<file path="src/rtl/spi_cmd_pkg.sv">
// Shared opcodes, sync byte, waveform codes and FSM states for the SPI command path.
// SPI_CMD_CHECKSUM_EN adds the GET_CSUM state for 3-word frames.
package spi_cmd_pkg;

  localparam logic [7:0] SYNC_BYTE   = 8'hA5;

  localparam logic [7:0] OP_START    = 8'h01;
  localparam logic [7:0] OP_STOP     = 8'h02;
  localparam logic [7:0] OP_TON      = 8'h10;
  localparam logic [7:0] OP_TOFF     = 8'h11;
  localparam logic [7:0] OP_IP       = 8'h12;
  localparam logic [7:0] OP_WAVEFORM = 8'h13;

  localparam logic [15:0] WF_RES  = 16'h8000;
  localparam logic [15:0] WF_RECT = 16'h0001;
  localparam logic [15:0] WF_TRI  = 16'h0002;

  // Ack vector bit order: start, stop, Ton, Toff, Ip, waveform.
  localparam int ACK_W = 6;

  typedef enum logic [2:0] {
    ST_IDLE,
    ST_GET_DATA,
`ifdef SPI_CMD_CHECKSUM_EN
    ST_GET_CSUM,
`endif
    ST_COMMIT,
    ST_ACK
  } state_e;

  function automatic logic op_valid(
    input logic [7:0] op
  );
    return op inside {OP_START, OP_STOP, OP_TON,
                      OP_TOFF, OP_IP, OP_WAVEFORM};
  endfunction

  function automatic logic [ACK_W-1:0] op_ack(
    input logic [7:0] op
  );
    logic [ACK_W-1:0] a;
    a = '0;
    unique case (1'b1)
      (op == OP_START):    a[0] = 1'b1;
      (op == OP_STOP):     a[1] = 1'b1;
      (op == OP_TON):      a[2] = 1'b1;
      (op == OP_TOFF):     a[3] = 1'b1;
      (op == OP_IP):       a[4] = 1'b1;
      (op == OP_WAVEFORM): a[5] = 1'b1;
      default:             a = '0;
    endcase
    return a;
  endfunction

endpackage

</file>
<file path="src/rtl/spi_cmd_range_check.sv">
// Combinational value-range check for one decoded command.
// Shared by the write path and any later readback path.
module spi_cmd_range_check #(
  parameter logic [15:0] MAX_IP = 16'd78
) (
  input  logic [7:0]  opcode,
  input  logic [15:0] data,
  output logic        pass
);
  import spi_cmd_pkg::*;

  always_comb begin
    pass = 1'b0;
    unique case (1'b1)
      (opcode == OP_START),
      (opcode == OP_STOP):
        pass = 1'b1;
      (opcode == OP_TON),
      (opcode == OP_TOFF):
        pass = (data != 16'd0);
      (opcode == OP_IP):
        pass = (data != 16'd0) && (data <= MAX_IP);
      (opcode == OP_WAVEFORM):
        pass = (data == WF_RES) ||
               (data == WF_RECT) ||
               (data == WF_TRI);
      default:
        pass = 1'b0;
    endcase
  end

endmodule

</file>
<file path="src/rtl/spi_param_cmd_decoder.sv">
// SPI command frame decoder: header/data[/checksum] -> range check -> ack pulses.
// Define SPI_CMD_CHECKSUM_EN for 3-word frames with an XOR checksum word.
module spi_param_cmd_decoder #(
  parameter logic [15:0] FRAME_TIMEOUT  = 16'd5000,
  parameter logic [15:0] RESET_TON      = 16'd10,
  parameter logic [15:0] RESET_TOFF     = 16'd50,
  parameter logic [15:0] RESET_IP       = 16'd20,
  parameter logic [15:0] RESET_WAVEFORM = 16'h0001,
  parameter logic [15:0] MAX_IP         = 16'd78
) (
  input  logic        clk,
  input  logic        rst_n,
  input  logic [15:0] rx_word,
  input  logic        rx_valid,
  output logic        machine_start_ack_spi,
  output logic        machine_stop_ack_spi,
  output logic        change_Ton_ack,
  output logic [15:0] Ton_data_async,
  output logic        change_Toff_ack,
  output logic [15:0] Toff_data_async,
  output logic        change_Ip_ack,
  output logic [15:0] Ip_data_async,
  output logic        change_waveform_ack,
  output logic [15:0] waveform_data_async,
  output logic        frame_err,
  output logic [7:0]  err_count
);
  import spi_cmd_pkg::*;

  state_e             state_q, state_d;
  logic [7:0]         op_q, op_d;
  logic [15:0]        data_q, data_d;
  logic [15:0]        tmo_q, tmo_d;
  logic [15:0]        ton_q, ton_d;
  logic [15:0]        toff_q, toff_d;
  logic [15:0]        ip_q, ip_d;
  logic [15:0]        wf_q, wf_d;
  logic [ACK_W-1:0]   ack_q, ack_d;
  logic               frame_err_q, frame_err_d;
  logic [7:0]         err_cnt_q, err_cnt_d;
  logic               range_pass;
  logic               hdr_ok;
  logic               tmo_hit;
`ifdef SPI_CMD_CHECKSUM_EN
  logic               csum_ok;
`endif

  spi_cmd_range_check #(
    .MAX_IP (MAX_IP)
  ) u_range (
    .opcode (op_q),
    .data   (data_q),
    .pass   (range_pass)
  );

  assign hdr_ok  = (rx_word[15:8] == SYNC_BYTE) &&
                   op_valid(rx_word[7:0]);
  assign tmo_hit = (tmo_q == FRAME_TIMEOUT - 16'd1);
`ifdef SPI_CMD_CHECKSUM_EN
  assign csum_ok = (rx_word == ({SYNC_BYTE, op_q} ^ data_q));
`endif

  always_comb begin
    state_d     = state_q;
    op_d        = op_q;
    data_d      = data_q;
    tmo_d       = tmo_q;
    ton_d       = ton_q;
    toff_d      = toff_q;
    ip_d        = ip_q;
    wf_d        = wf_q;
    ack_d       = '0;
    frame_err_d = 1'b0;
    unique case (state_q)
      ST_IDLE: begin
        tmo_d = '0;
        if (rx_valid) begin
          if (hdr_ok) begin
            op_d    = rx_word[7:0];
            state_d = ST_GET_DATA;
          end else begin
            frame_err_d = 1'b1;
          end
        end
      end
      ST_GET_DATA: begin
        if (rx_valid) begin
          data_d = rx_word;
          tmo_d  = '0;
`ifdef SPI_CMD_CHECKSUM_EN
          state_d = ST_GET_CSUM;
`else
          state_d = ST_COMMIT;
`endif
        end else if (tmo_hit) begin
          frame_err_d = 1'b1;
          state_d     = ST_IDLE;
        end else begin
          tmo_d = tmo_q + 16'd1;
        end
      end
`ifdef SPI_CMD_CHECKSUM_EN
      ST_GET_CSUM: begin
        if (rx_valid) begin
          tmo_d = '0;
          if (csum_ok) begin
            state_d = ST_COMMIT;
          end else begin
            frame_err_d = 1'b1;
            state_d     = ST_IDLE;
          end
        end else if (tmo_hit) begin
          frame_err_d = 1'b1;
          state_d     = ST_IDLE;
        end else begin
          tmo_d = tmo_q + 16'd1;
        end
      end
`endif
      ST_COMMIT: begin
        // A word arriving here is dropped; merges with a range-fail pulse.
        if (rx_valid) frame_err_d = 1'b1;
        if (range_pass) begin
          unique case (1'b1)
            (op_q == OP_TON):      ton_d  = data_q;
            (op_q == OP_TOFF):     toff_d = data_q;
            (op_q == OP_IP):       ip_d   = data_q;
            (op_q == OP_WAVEFORM): wf_d   = data_q;
            default: ;
          endcase
          state_d = ST_ACK;
        end else begin
          frame_err_d = 1'b1;
          state_d     = ST_IDLE;
        end
      end
      ST_ACK: begin
        if (rx_valid) frame_err_d = 1'b1;
        ack_d   = op_ack(op_q);
        state_d = ST_IDLE;
      end
      default: state_d = ST_IDLE;
    endcase
    err_cnt_d = err_cnt_q;
    if (frame_err_d && (err_cnt_q != 8'hFF))
      err_cnt_d = err_cnt_q + 8'd1;
  end

  always_ff @(posedge clk) begin
    if (!rst_n) begin
      state_q     <= ST_IDLE;
      op_q        <= '0;
      data_q      <= '0;
      tmo_q       <= '0;
      ton_q       <= RESET_TON;
      toff_q      <= RESET_TOFF;
      ip_q        <= RESET_IP;
      wf_q        <= RESET_WAVEFORM;
      ack_q       <= '0;
      frame_err_q <= 1'b0;
      err_cnt_q   <= '0;
    end else begin
      state_q     <= state_d;
      op_q        <= op_d;
      data_q      <= data_d;
      tmo_q       <= tmo_d;
      ton_q       <= ton_d;
      toff_q      <= toff_d;
      ip_q        <= ip_d;
      wf_q        <= wf_d;
      ack_q       <= ack_d;
      frame_err_q <= frame_err_d;
      err_cnt_q   <= err_cnt_d;
    end
  end

  assign machine_start_ack_spi = ack_q[0];
  assign machine_stop_ack_spi  = ack_q[1];
  assign change_Ton_ack        = ack_q[2];
  assign change_Toff_ack       = ack_q[3];
  assign change_Ip_ack         = ack_q[4];
  assign change_waveform_ack   = ack_q[5];
  assign Ton_data_async        = ton_q;
  assign Toff_data_async       = toff_q;
  assign Ip_data_async         = ip_q;
  assign waveform_data_async   = wf_q;
  assign frame_err             = frame_err_q;
  assign err_count             = err_cnt_q;

endmodule

</file>
<file path="config.mk">
export PLATFORM = sky130hd
export DESIGN_NAME = spi_param_cmd_decoder
export DESIGN_NICKNAME = d
export VERILOG_FILES = /design/src/rtl/spi_cmd_pkg.sv /design/src/rtl/spi_cmd_range_check.sv /design/src/rtl/spi_param_cmd_decoder.sv
export SDC_FILE = /design/constraint.sdc
export NUM_CORES = 1
export LEC_CHECK = 0
export ABC_AREA = 0
export BUFFER_PORTS_ARGS = -buffer_cell sky130_fd_sc_hd__clkbuf_2
export CORE_MARGIN = 4
export CORE_UTILIZATION = 40
export DETAILED_ROUTE_END_ITERATION = 8
export PLACE_DENSITY = 0.65
export SYNTH_ARGS = -nofsm -noshare
export SYNTH_HDL_FRONTEND = slang
export SYNTH_SLANG_ARGS = --single-unit
</file>
<file path="constraint.sdc">
create_clock -name clk -period 7.35 [get_ports clk]
set_input_delay 1.47 -clock clk [delete_from_list [all_inputs] [get_ports clk]]
set_output_delay 1.47 -clock clk [all_outputs]
set_load 0.005 [all_outputs]
</file>
==> results.md <==
- Status: completed
- Max Slew Vio Count: 0
- Routed vias: about 3900
- RSZ-0062 raised after global routing: false
- Hold Slack: 0.453 ns
- First-pass GRT wire length: 17900 µm
- Switching Share: 0.196
- IO buf count: 97
- Largest net degree at the start of global routing: 57
- Netlist cell types: 44
- Register area share after synthesis: 0.520
- Antenna Nets Post-Route: 0
- Row count: 39
- Starting Density: 0.408
- # resized after CTS: 0
- Final hold vios: 0
- Comb power frac: 0.016
- Nets@finish: between 600 and 700
- Crit start category: primary input
- I/O pin total: 98
- Detailed Place HPWL: 7600 µm
- Period minus WS final: 3.61 ns
- Setup Fix Bufs, Post-CTS: 0
- Most common cell on crit path: o21ai_0
- Worst Path Required: 7.68 ns
- Psw: 0.310 mW
- Per-cell routed wire length: around 15 µm
- Worst Hold Class: reg -> reg
- Most used DFF post-synth: dfxtp_1
- Layout cells sized above 1: 0.236
- Residual DRC: 0
- Post-synthesis net count: 528
- P per Cell Area: roughly 270 nW/µm²
- Max FO, Critical Path: 14
- Mapped Avg Cell Area: 9.19 µm²
- Critical path's slowest cell: or4b_2
- TNS Setup: 0 ns
- Ant diodes: 0
- Synthesized area: 4660 µm²
- Vias in the first global route: 3680
- H-tree levels: 4
- Crit path DAT: between 3 and 4 ns
- Final std cells w/o fill: 753
- Clock power frac: 0.566
- Core Util, Final: 0.513
- Setup violations, final: 0
- EDFF count, synth: 0
- Root buf cell: clkbuf_16
- Worst Tran Pin Value: 1.05 ns
- DR iter-0 viols: 230
- Via/cell ratio: a little over 5
- Post-synth ARST share: 0
- GRT Overall Usage: 0.170
- Die X: around 120 µm
- RePlAce Congestion: ~0.83
- Clock Skews: 0.00623 ns
- Die height: 116 µm
- CTS Hold Bufs: 0
- Clock Pin Slew Worst Setup and Hold Paths: approximately 0.060 ns
- Initial antenna violation count: 0
- Synth top area cells: dfxtp_1 52%, mux2i_1 6.9%, nand2_1 5.5%
- VDD IR max: 0.254 mV
- Int Power: between 1 and 1.5 mW
- Synth Register Bits: approximately 120
- FMAX: 277 MHz
- Worst skew pair latency: 0.41 ns
- Syn. warnings: 0
- Placed cell count: 721
- Final wirelength: 11000 µm
- Seq pwr share: 0.418
- Element type at the critical path end: flip-flop
- Die ar.: 13400 µm²
- Synth Instances: 507
- CTS tree: yes
- P&R area growth vs syn: 25.6%
- Max-cap violations: 0
- Drt pass-1 iters: 4
- Cell taking the most area after synthesis: dfxtp_1
- Yosys top cell area share: 0.520
- Final period util: 0.491
- CTS Sinks: around 120
- CP Cell Sequence: clkbuf_2 -> or4b_2 -> nor4_1 -> o21ai_0 -> a22oi_2 -> o21ai_0 -> a21oi_1
- Kind of critical path: in -> reg
- Max-slew headroom: 0.303
- TritonCTS buffer count: 17
- GRT overflow: 0
- Core area: about 11000 µm²
- CP peak stage delay: 0.65 ns
- Leakage: between 2 and 3 nW
- Deepest clock path buffer count: 2
-- layer usage --
layer / global-route usage / wire length, µm / part of all wire / vias up
met3: 0.0491 / 604 / 0.055 / 21
met5: 0 / 0 / 0 / -
li1: - / - / - / 1933
met2: 0.267 / 5220 / 0.47 / 91
met1: 0.219 / 4940 / 0.45 / 1821
met4: 0.0681 / 269 / 0.024 / 0
-- cells by family (layout without fill, tap and decap cells) --
logic type	Yosys count	in the layout	synth area share
buf+inv	35	138	0.0362
simple gates	233	233	0.250
mux	32	32	0.0687
compound gates	69	69	0.0921
fa+ha+maj	2	2	0.00537
xor+xnor	15	15	0.0282
flops	121	121	0.520
-- state kept, by name, summed over array words and instances (netlist names) --
signal,count
data_q,16
waveform_data_async,16
err_count,8
frame_err,1
Ton_data_async,16
state_q,2
tmo_q,16
Toff_data_async,16
op_q,8
Ip_data_async,16
ack_q,6
-- Yosys cell counts, drive strengths merged (8+ instances only) --
| library cell | n |
|---|---|
| xor2 | 13 |
| and2 | 17 |
| nor2 | 54 |
| nand2 | 68 |
| o21ai | 29 |
| and3 | 16 |
| dfxtp | 121 |
| buf | 8 |
| nand4 | 8 |
| mux2i | 32 |
| clkbuf | 21 |
| nor4 | 8 |
| nand3 | 26 |
| a21oi | 27 |
| or3 | 9 |
-- path summary, 6_finish.rpt --
check / start / to / slack, ns / depth (start not counted)
setup / recovery: rx_word[6] / err_count[4] / 3.74 / 7
hold / removal: waveform_data_async[4] / waveform_data_async[4] / 0.45 / 1
setup reg to reg: data_q[7] / Toff_data_async[13] / 4.10 / 7
hold reg to reg: waveform_data_async[4] / waveform_data_async[4] / 0.45 / 1
-- power groups by stage --
stage / registers, mW / clock network [mW] / logic [mW]
after floorplan: 0.674 / 0 / 0.0136
after CTS: 0.660 / 0.905 / 0.0250
after detailed placement: 0.674 / 0 / 0.0250
final: 0.660 / 0.893 / 0.0249
after global placement: 0.674 / 0 / 0.0243
after global routing: 0.660 / 0.940 / 0.0280
-- metrics by stage --
| step | worst slack [ns] | power, mW | instance area (µm²) |
|---|---|---|---|
| after CTS | 3.76 | 1.59 | 5850 |
| after floorplan | 3.95 | 0.687 | 4660 |
| after global routing | 3.57 | 1.63 | 5850 |
| final | 3.74 | 1.58 | 5850 |
| after global placement | 3.45 | 0.698 | 5210 |
| after detailed placement | 3.40 | 0.699 | 5210 |
-- critical path: cells and delay by family --
family | cells | cell delay (ns)
buffers and inverters | 1 | 0.09
and+or+nand+nor | 2 | 1.26
AOI/OAI and AO/OA | 4 | 1.13
-- layout make-up --
class / count / area (µm²)
Fill cell: 1089 / 5570
Multi-Input combinational cell: 351 / 2070
Timing Repair Buffer: 100 / 508
Clock inverter: 11 / 166
Clock buffer: 21 / 480
Inverter: 6 / 22.5
Tap cell: 143 / 179
Sequential cell: 121 / 2420
-- cell usage in the layout, fill, tap and decap left out, types with 5 or more instances in the layout --
| master | instances |
|---|---|
| inv_1 | 5 |
| nand3_1 | 26 |
| nand2_1 | 68 |
| and2_1 | 17 |
| clkbuf_2 | 97 |
| or4_1 | 5 |
| nor2_1 | 54 |
| or3_1 | 9 |
| nand4_1 | 8 |
| xor2_1 | 13 |
| o21ai_0 | 29 |
| clkbuf_16 | 17 |
| nor4_1 | 6 |
| a21oi_1 | 27 |
| and3_1 | 16 |
| dfxtp_1 | 121 |
| mux2i_1 | 32 |
Note: power is estimated with default switching activity, not from simulation.
